## src/rtl/fifo_nibble_packer.sv

```systemverilog
// -----------------------------------------------------------------------------
// fifo_nibble_packer
//
// Drains narrow entries from a ring-buffer FIFO and packs WORDS consecutive
// entries, LSB-first, into one wide word presented on a valid/ready interface.
// A flush forces out a partially filled word, zero-padded in the unused slices.
//
// Ports
//   clock       rising-edge clock, shared with the FIFO
//   reset       synchronous, active-high reset
//   fifo_data   FIFO head entry (meaningful only while fifo_empty=0)
//   fifo_empty  FIFO empty flag
//   fifo_push   copy of the FIFO's push input (FIFO ignores pop during push)
//   fifo_pop    pop request to the FIFO (combinational)
//   flush       emit the current partial word
//   out_data    packed word, first entry in the least-significant slice
//   out_count   number of valid entries in out_data (1..WORDS)
//   out_valid   out_data/out_count valid
//   out_ready   downstream accepts the word
// -----------------------------------------------------------------------------
module fifo_nibble_packer #(
  parameter int MSBD  = 3,
  parameter int WORDS = 4,
  parameter int MSBC  = 2
) (
  input  logic                        clock,
  input  logic                        reset,
  input  logic [MSBD:0]               fifo_data,
  input  logic                        fifo_empty,
  input  logic                        fifo_push,
  output logic                        fifo_pop,
  input  logic                        flush,
  output logic [(MSBD+1)*WORDS-1:0]   out_data,
  output logic [MSBC:0]               out_count,
  output logic                        out_valid,
  input  logic                        out_ready
);

  localparam int EW = MSBD + 1;
  localparam int OW = EW * WORDS;

  typedef enum logic {FILL, HOLD} state_t;

  state_t          state, state_nx;
  logic [MSBC:0]   cnt, cnt_nx;
  logic [OW-1:0]   acc, acc_nx;
  logic [OW-1:0]   out_data_nx;
  logic [MSBC:0]   out_count_nx;
  logic            out_valid_nx;

  logic            take;
  logic [OW-1:0]   acc_take;     // accumulator including this cycle's entry
  logic [MSBC:0]   count_take;   // entries held including this cycle's entry
  logic            complete;
  logic            flush_out;

  // Popping only while no push is in flight means the FIFO honours every pop,
  // so the pop itself marks the cycle an entry is consumed.
  assign fifo_pop = !reset && (state == FILL) && !fifo_empty && !fifo_push;
  assign take     = fifo_pop;

  // NOTE: every signal written here gets a default first so no path leaves it
  // unassigned; otherwise synthesis would infer a latch to hold the old value.
  always_comb begin
    state_nx     = state;
    cnt_nx       = cnt;
    acc_nx       = acc;
    out_data_nx  = out_data;
    out_count_nx = out_count;
    out_valid_nx = out_valid;

    acc_take = acc;
    if (take) acc_take[cnt*EW +: EW] = fifo_data;
    count_take = cnt + {{MSBC{1'b0}}, take};
    complete   = take && (cnt == (MSBC+1)'(WORDS - 1));
    // A flush with nothing collected is simply ignored.
    flush_out  = flush && (count_take != '0);

    case (state)
      FILL: begin
        if (complete || flush_out) begin
          state_nx     = HOLD;
          out_data_nx  = acc_take;
          out_count_nx = count_take;
          out_valid_nx = 1'b1;
        end else begin
          acc_nx = acc_take;
          cnt_nx = count_take;
        end
      end
      HOLD: begin
        // out_valid is always 1 here, so out_ready alone signals the transfer.
        if (out_ready) begin
          state_nx     = FILL;
          cnt_nx       = '0;
          acc_nx       = '0;
          out_valid_nx = 1'b0;
        end
      end
      default: state_nx = FILL;
    endcase
  end

  // NOTE: state uses non-blocking assignments so every register samples the
  // pre-edge values of the others, regardless of statement order.
  always_ff @(posedge clock) begin
    if (reset) begin
      // NOTE: the accumulator is reset (not just the control) because unfilled
      // slices must read as zero in a flushed word.
      state     <= FILL;
      cnt       <= '0;
      acc       <= '0;
      out_data  <= '0;
      out_count <= '0;
      out_valid <= 1'b0;
    end else begin
      state     <= state_nx;
      cnt       <= cnt_nx;
      acc       <= acc_nx;
      out_data  <= out_data_nx;
      out_count <= out_count_nx;
      out_valid <= out_valid_nx;
    end
  end

endmodule

```

## config.mk

```make
export PLATFORM = sky130hd
export DESIGN_NAME = fifo_nibble_packer
export DESIGN_NICKNAME = d
export VERILOG_FILES = /design/src/rtl/fifo_nibble_packer.sv
export SDC_FILE = /design/constraint.sdc
export NUM_CORES = 1
export LEC_CHECK = 0
export CAP_MARGIN = 5
export CORE_MARGIN = 2
export CORE_UTILIZATION = 44
export CTS_CLUSTER_SIZE = 30
export DETAILED_ROUTE_END_ITERATION = 8
export GPL_ROUTABILITY_DRIVEN = 0
export PLACE_DENSITY = 0.73
export SKIP_LAST_GASP = 1
export SLEW_MARGIN = 20
export SYNTH_ARGS = -nofsm -noshare
export SYNTH_HDL_FRONTEND = slang
export SYNTH_SLANG_ARGS = --single-unit
```

## constraint.sdc

```tcl
create_clock -name clock -period 2.6 [get_ports clock]
set_input_delay 0.26 -clock clock [delete_from_list [all_inputs] [get_ports clock]]
set_output_delay 0.26 -clock clock [all_outputs]
set_load 0.01 [all_outputs]
```

# After elaboration in Yosys (flattened, before gate mapping)
# Index checks and enable logic that the tools add are counted.
[totals] register_bits=40 inputBits=10 out_inout_bits=21 elab_cells=42
[op_classes] n_addsub=2 eq_ne=4 shift=2 mux=14 n_bitwise=1 reduce_logical=13
[op_table] operator="$mux W16" count=3
[op_table] operator="$neg A5 Y34" count=1
[op_table] operator="$shift A4 B34 Y16 const A" count=1
[op_table] operator="$shiftx A4 B34 Y16" count=1
[op_table] operator="$pmux W16 S2" count=1
[op_table] operator="$bwmux W16" count=1
[op_table] operator="$mux W3" count=2
[op_table] operator="$pmux W3 S2" count=1
[op_table] operator="$reduce_and A2 Y1" count=3
[op_table] operator="$logic_and A1 B1 Y1" count=5
[op_table] operator="$mux W1" count=4
[op_table] operator="$ne A2 B2 Y1 const B" count=2
[op_table] operator="$pmux W1 S2" count=2
[op_table] operator="$add A3 B1 Y3" count=1
[op_table] operator="$eq A3 B2 Y1 const B" count=1
[op_table] operator="$logic_not A1 Y1" count=3
[op_table] operator="$reduce_bool A3 Y1" count=1
[op_table] operator="$ne A2 B1 Y1 const B" count=1
[op_table] operator="$logic_or A1 B1 Y1" count=1
[op_table] operator="$not A1 Y1" count=1

# Logic depth before layout (Yosys ltp)
[depth] depth_word=10 depth_mapped=11 ltp_nobuf=10

# Worst setup path after synthesis
# OpenSTA, ideal clock, no wires.
[synth_timing] path_kind="reg2reg" startpoint="reg state" endpoint="reg acc[12]" setup_time_ns=0.059 arrival_time_ns=2.317 required_ns=2.541 slack_ns=0.224 path_stages_with_launch=11 n_path_buf=0 synth_period_minus_slack_ns=2.376 path_cell_list="dfxtp_1 -> nor2_1 -> nand2_1 -> inv_1 -> ha_1 -> ha_1 -> xor2_1 -> o31ai_4 -> nand3_1 -> nor3_1 -> a22o_1"
[synth_via] elab_chain_cells=10 word_cells_on_any_way=15 classes_between="add/sub: 1; eq/ne: 2; mux: 3; bitwise: 1; reduce/logical: 8"
[synth_rtl] item="start: declaration" line_no="44" source="state_t state, state_nx;"
[synth_rtl] item="start signal: assignment" line_no="117" source="state <= state_nx;"
[synth_rtl] item="$not A1 Y1 (no source line) (*)"
[synth_rtl] item="$logic_and A1 B1 Y1 (*) (3 in series)" line_no="59" source="assign fifo_pop = !reset && (state == FILL) && !fifo_empty && !fifo_push;"
[synth_rtl] item="via fifo_pop" line_no="31" source="output logic fifo_pop,"
[synth_rtl] item="$add A3 B1 Y3" line_no="74" source="count_take = cnt + {{MSBC{1'b0}}, take};"
[synth_rtl] item="$reduce_bool A3 Y1" line_no="77" source="flush_out = flush && (count_take != '0);"
[synth_rtl] item="$logic_and A1 B1 Y1" line_no="77"
[synth_rtl] item="$logic_or A1 B1 Y1" line_no="81" source="if (complete || flush_out) begin"
[synth_rtl] item="$ne A2 B2 Y1 (no source line)"
[synth_rtl] item="$reduce_and A2 Y1 (no source line)"
[synth_rtl] item="end signal: assignment" line_no="119" source="acc <= acc_nx;"
[synth_rtl] item="end: declaration" line_no="46" source="logic [OW-1:0] acc, acc_nx;"
# The timed path passes the listed nets; every way through them passes the cells marked *. The select of a mux whose other input is x is not followed.
# A chain may end at the register's enable or synchronous reset.

# Final worst setup path
[layout_timing] startpoint="in fifo_empty" endpoint="reg acc[11]"
[layout_via] elab_chain_cells=9 word_cells_on_any_way=13 classes_between="add/sub: 1; eq/ne: 1; mux: 3; reduce/logical: 8"
[layout_rtl] item="start: declaration" line_no="29" source="input logic fifo_empty,"
[layout_rtl] item="$logic_not A1 Y1 (*)" line_no="59"
[layout_rtl] item="$logic_and A1 B1 Y1 (*) (2 in series)" line_no="59"
[layout_rtl] item="$add A3 B1 Y3" line_no="74"
[layout_rtl] item="$reduce_bool A3 Y1" line_no="77"
[layout_rtl] item="$logic_and A1 B1 Y1" line_no="77"
[layout_rtl] item="$logic_or A1 B1 Y1" line_no="81"
[layout_rtl] item="$ne A2 B2 Y1 (no source line)"
[layout_rtl] item="$reduce_and A2 Y1 (no source line)"
# Every way passes the cells marked *; elsewhere a longest branch is shown, timed or not. The select of a mux whose other input is x is not followed.

==> impl_metrics.py <==
metrics = {
    "global_route": {
        "grt_pass1_vias": 1339,
        "track_usage_pct": 18.82,
        "grt_pass1_wl_mm": 6.430,
        "pin_count_of_the_biggest_net_entering_global_routing": 33,
        "global_route.overflow_total": 0,
        "grt_antenna_before_repair": 0,
    },
    "routing": {
        "route.final.wire_length_mm": 3.919,
        "detail-route-antenna-nets": 0,
        "detail_route.vias_per_cell": 5.554,
        "routed-via-count": 1444,
        "routed_wire_length_per_instance_um": 15.07,
        "detail_route.iter0.violations": 53,
        "drt_drc": 0,
        "dr.pass1.iters": 4,
    },
    "critical_path": {
        "cp_data_required_time_ps": 2850,
        "r2r_end": "acc[11]",
        "end_kind": "register",
        "crit_path_start": "fifo_empty",
        "rr_worst_depth": 7,
        "crit_chain": "clkdlybuf4s50_1, nor2_1, nand2_1, inv_1, ha_1, ha_1, xor2_2, o31ai_4, nand3_1, buf_4, nor2_1, a22o_1",
        "timing.critical_path.fanout_max": 5,
        "slowest_delay_ps": 490,
        "crit_arrival_ps": 2590,
        "crit_path_end": "acc[11]",
        "reg2reg_slack_ps": 350,
        "critPathLaunchType": "input port",
        "r2r_startpoint": "cnt[0]",
        "slowest_stage": "clkdlybuf4s50_1",
        "criticalPathCategory": "in -> reg",
    },
    "timing": {
        "finalHoldViolations": 0,
        "report.final.setup_viol": 0,
        "fin_hold_ws_ps": 485.9,
        "grt_setup_unrepaired": "true",
        "final.setup_skew_ps": 8.685,
        "slew_viol_final": 0,
        "finalSetupTns_ps": 0,
        "period_share_pct": 90.04,
        "slew_headroom_pct": 60.13,
        "max_freq_mhz": 427.2,
        "slew_at_the_pin_closest_to_its_max_slew_limit_ps": 592.6,
        "layout_min_cycle_time_ps": 2341,
    },
    "yosys": {
        "synth-warning-count": 0,
        "postSynth.asyncResetShare_pct": 0,
        "synth_top_cells_by_area": "dfxtp_1 (44%), a22o_1 (8.7%), a211oi_2 (8.3%)",
        "post_synth_most_frequent_cells": "dfxtp_1 (40), nor2_1 (26), a22o_1 (18)",
        "synth_seq_area_share_pct": 44.38,
        "register_bit_total_from_synthesis": 40,
        "syn-cell-area_um2": 1804,
        "synthesis.nets": 187,
        "synth.lib_cells_used.distinct": 35,
        "synth_area_per_cell_um2": 10.49,
        "yosysMostFrequentCell": "dfxtp_1",
        "postSynthCellCount": 172,
        "synth_top_area_cell": "dfxtp_1",
        "post-synth-top-area-fraction_pct": 44.38,
        "synthFlopType": "dfxtp_1",
        "synth-edff-count": 0,
    },
    "clock_tree": {
        "worst_setup_hold_path_clk_slew_ps": 80,
        "cts_sinks": 40,
        "postCtsSetupRepairBufs": 0,
        "cts_tree": "built",
        "cts.path.max_buffers": 2,
        "clock_tree.htree_level_count": 2,
        "cts-root-buf": "clkbuf_8",
        "tritoncts.num_buffers": 5,
        "clock_insertion_delay_at_the_later_pin_of_the_skew_report_ps": 300,
    },
    "die": {
        "start_util_pct": 45.43,
        "fp.dieW_um": 68.04,
        "die_height_um": 68.04,
        "coreArea_um2": 3971,
        "design.portCount": 31,
        "placementRows": 23,
        "die-area_um2": 4629,
    },
    "pwr": {
        "cellPowerDensity_nw_per_um2": 620.9,
        "finalPower_mw": 1.447,
        "vdd.ir_drop.worst_mv": 0.4615,
        "p_leak_nw": 0.8948,
    },
    "cells_and_area": {
        "drive_gt1_share_pct": 19.52,
        "antenna_cells_inserted": 0,
        "postLayoutCoreUtil_pct": 58.66,
        "area.growth.synth_to_final_pct": 29.13,
        "design.final.nets": 224,
        "design_area_um2": 2330,
    },
    "place": {
        "port_buffers": 30,
        "dp_hpwl_mm": 2.855,
        "placed_area_um2": 2205,
    },
    "worst_hold_path": {
        "min-delay-start": "acc[13]",
        "hold_class": "reg -> reg",
    },
    "outcome": {
        "status": "finished, final reports clean",
    },
    "flow_run": {
        "maxCapViolCount": 0,
    },
}
## registers in the layout, indices dropped and copies added, names as in the netlist
| name | count |
|---|---|
| acc | 16 |
| out_valid | 1 |
| state | 1 |
| out_count | 3 |
| out_data | 16 |
| cnt | 3 |
## report_power, final
group          switching [mW]  leakage (nW)  internal (mW)
Sequential             0.0186         0.324          0.644
Clock                   0.230        0.0548          0.289
Combinational           0.135         0.516          0.130
## per-layer routing
metal  GRT usage [%]  part of all wire, %  up-vias
li1                -                    -      701
met1           24.11                   44      702
met2           30.70                   50       33
met3           5.099                  4.0        8
met4           6.000                  1.6        0
met5               0                    0        -
## repair_timing
item	4_1_cts	5_1_grt
hold buffers	0	0
resized for setup	0	2
endpoints found under the setup margin	0	7
hold endpoints to repair	0	0
## metrics by stage
step	cells	setup WS [ps]
floorplan	172	223.5
global placement	252	21.49
detailed placement	252	-83.41
CTS	260	218.1
global route	260	-3.964
finish	260	259.0
## layout make-up
type / count / area (µm²)
flip-flops and latches: 40 / 800.8
fillers: 337 / 1642
repair buffers: 42 / 402.9
clock buffers: 5 / 68.82
multi-input cells: 115 / 929.6
clock inverters: 3 / 46.29
well taps: 50 / 62.56
inverters: 5 / 18.77
## how the worst min path moves through the flow
stage	to	slack [ps]	cells after the start
floorplan	state	340	1
global placement	acc[12]	460	1
detailed placement	acc[12]	470	1
CTS	acc[10]	490	1
global route	acc[1]	510	1
finish	acc[13]	490	1
## cells by family (layout without fill, tap and decap cells)
kind of cell	count (synthesis)	count (layout)	synth area share (%)
fa+ha+maj	5	5	3.467
buf+inv	17	55	4.646
flops	40	40	44.38
mux	15	15	8.322
compound gates	45	45	25.94
xor+xnor	1	1	0.4855
simple gates	49	49	12.76
## cells in the final DEF (no fill, tap or decap), types with 2 or more instances in the layout
cell type        Yosys  final
a21o_1               4      4
clkdlybuf4s50_1      0     30
dfxtp_1             40     40
mux2i_1             15     15
a22o_1              18     18
buf_4                1     11
a211oi_2            12     12
ha_1                 5      5
nand2_1             10     10
inv_1                5      5
nor2_1              26     25
and3_1               2      2
a311oi_1             4      4
clkbuf_8             0      5
## worst max-delay path, delay by kind of cell
family	cells	cell delay, ps
simple gates	4	480
fa+ha+maj	2	400
buf+inv	3	730
xor+xnor	1	180
compound gates	2	520
Note: power is estimated with default switching activity, not from simulation.
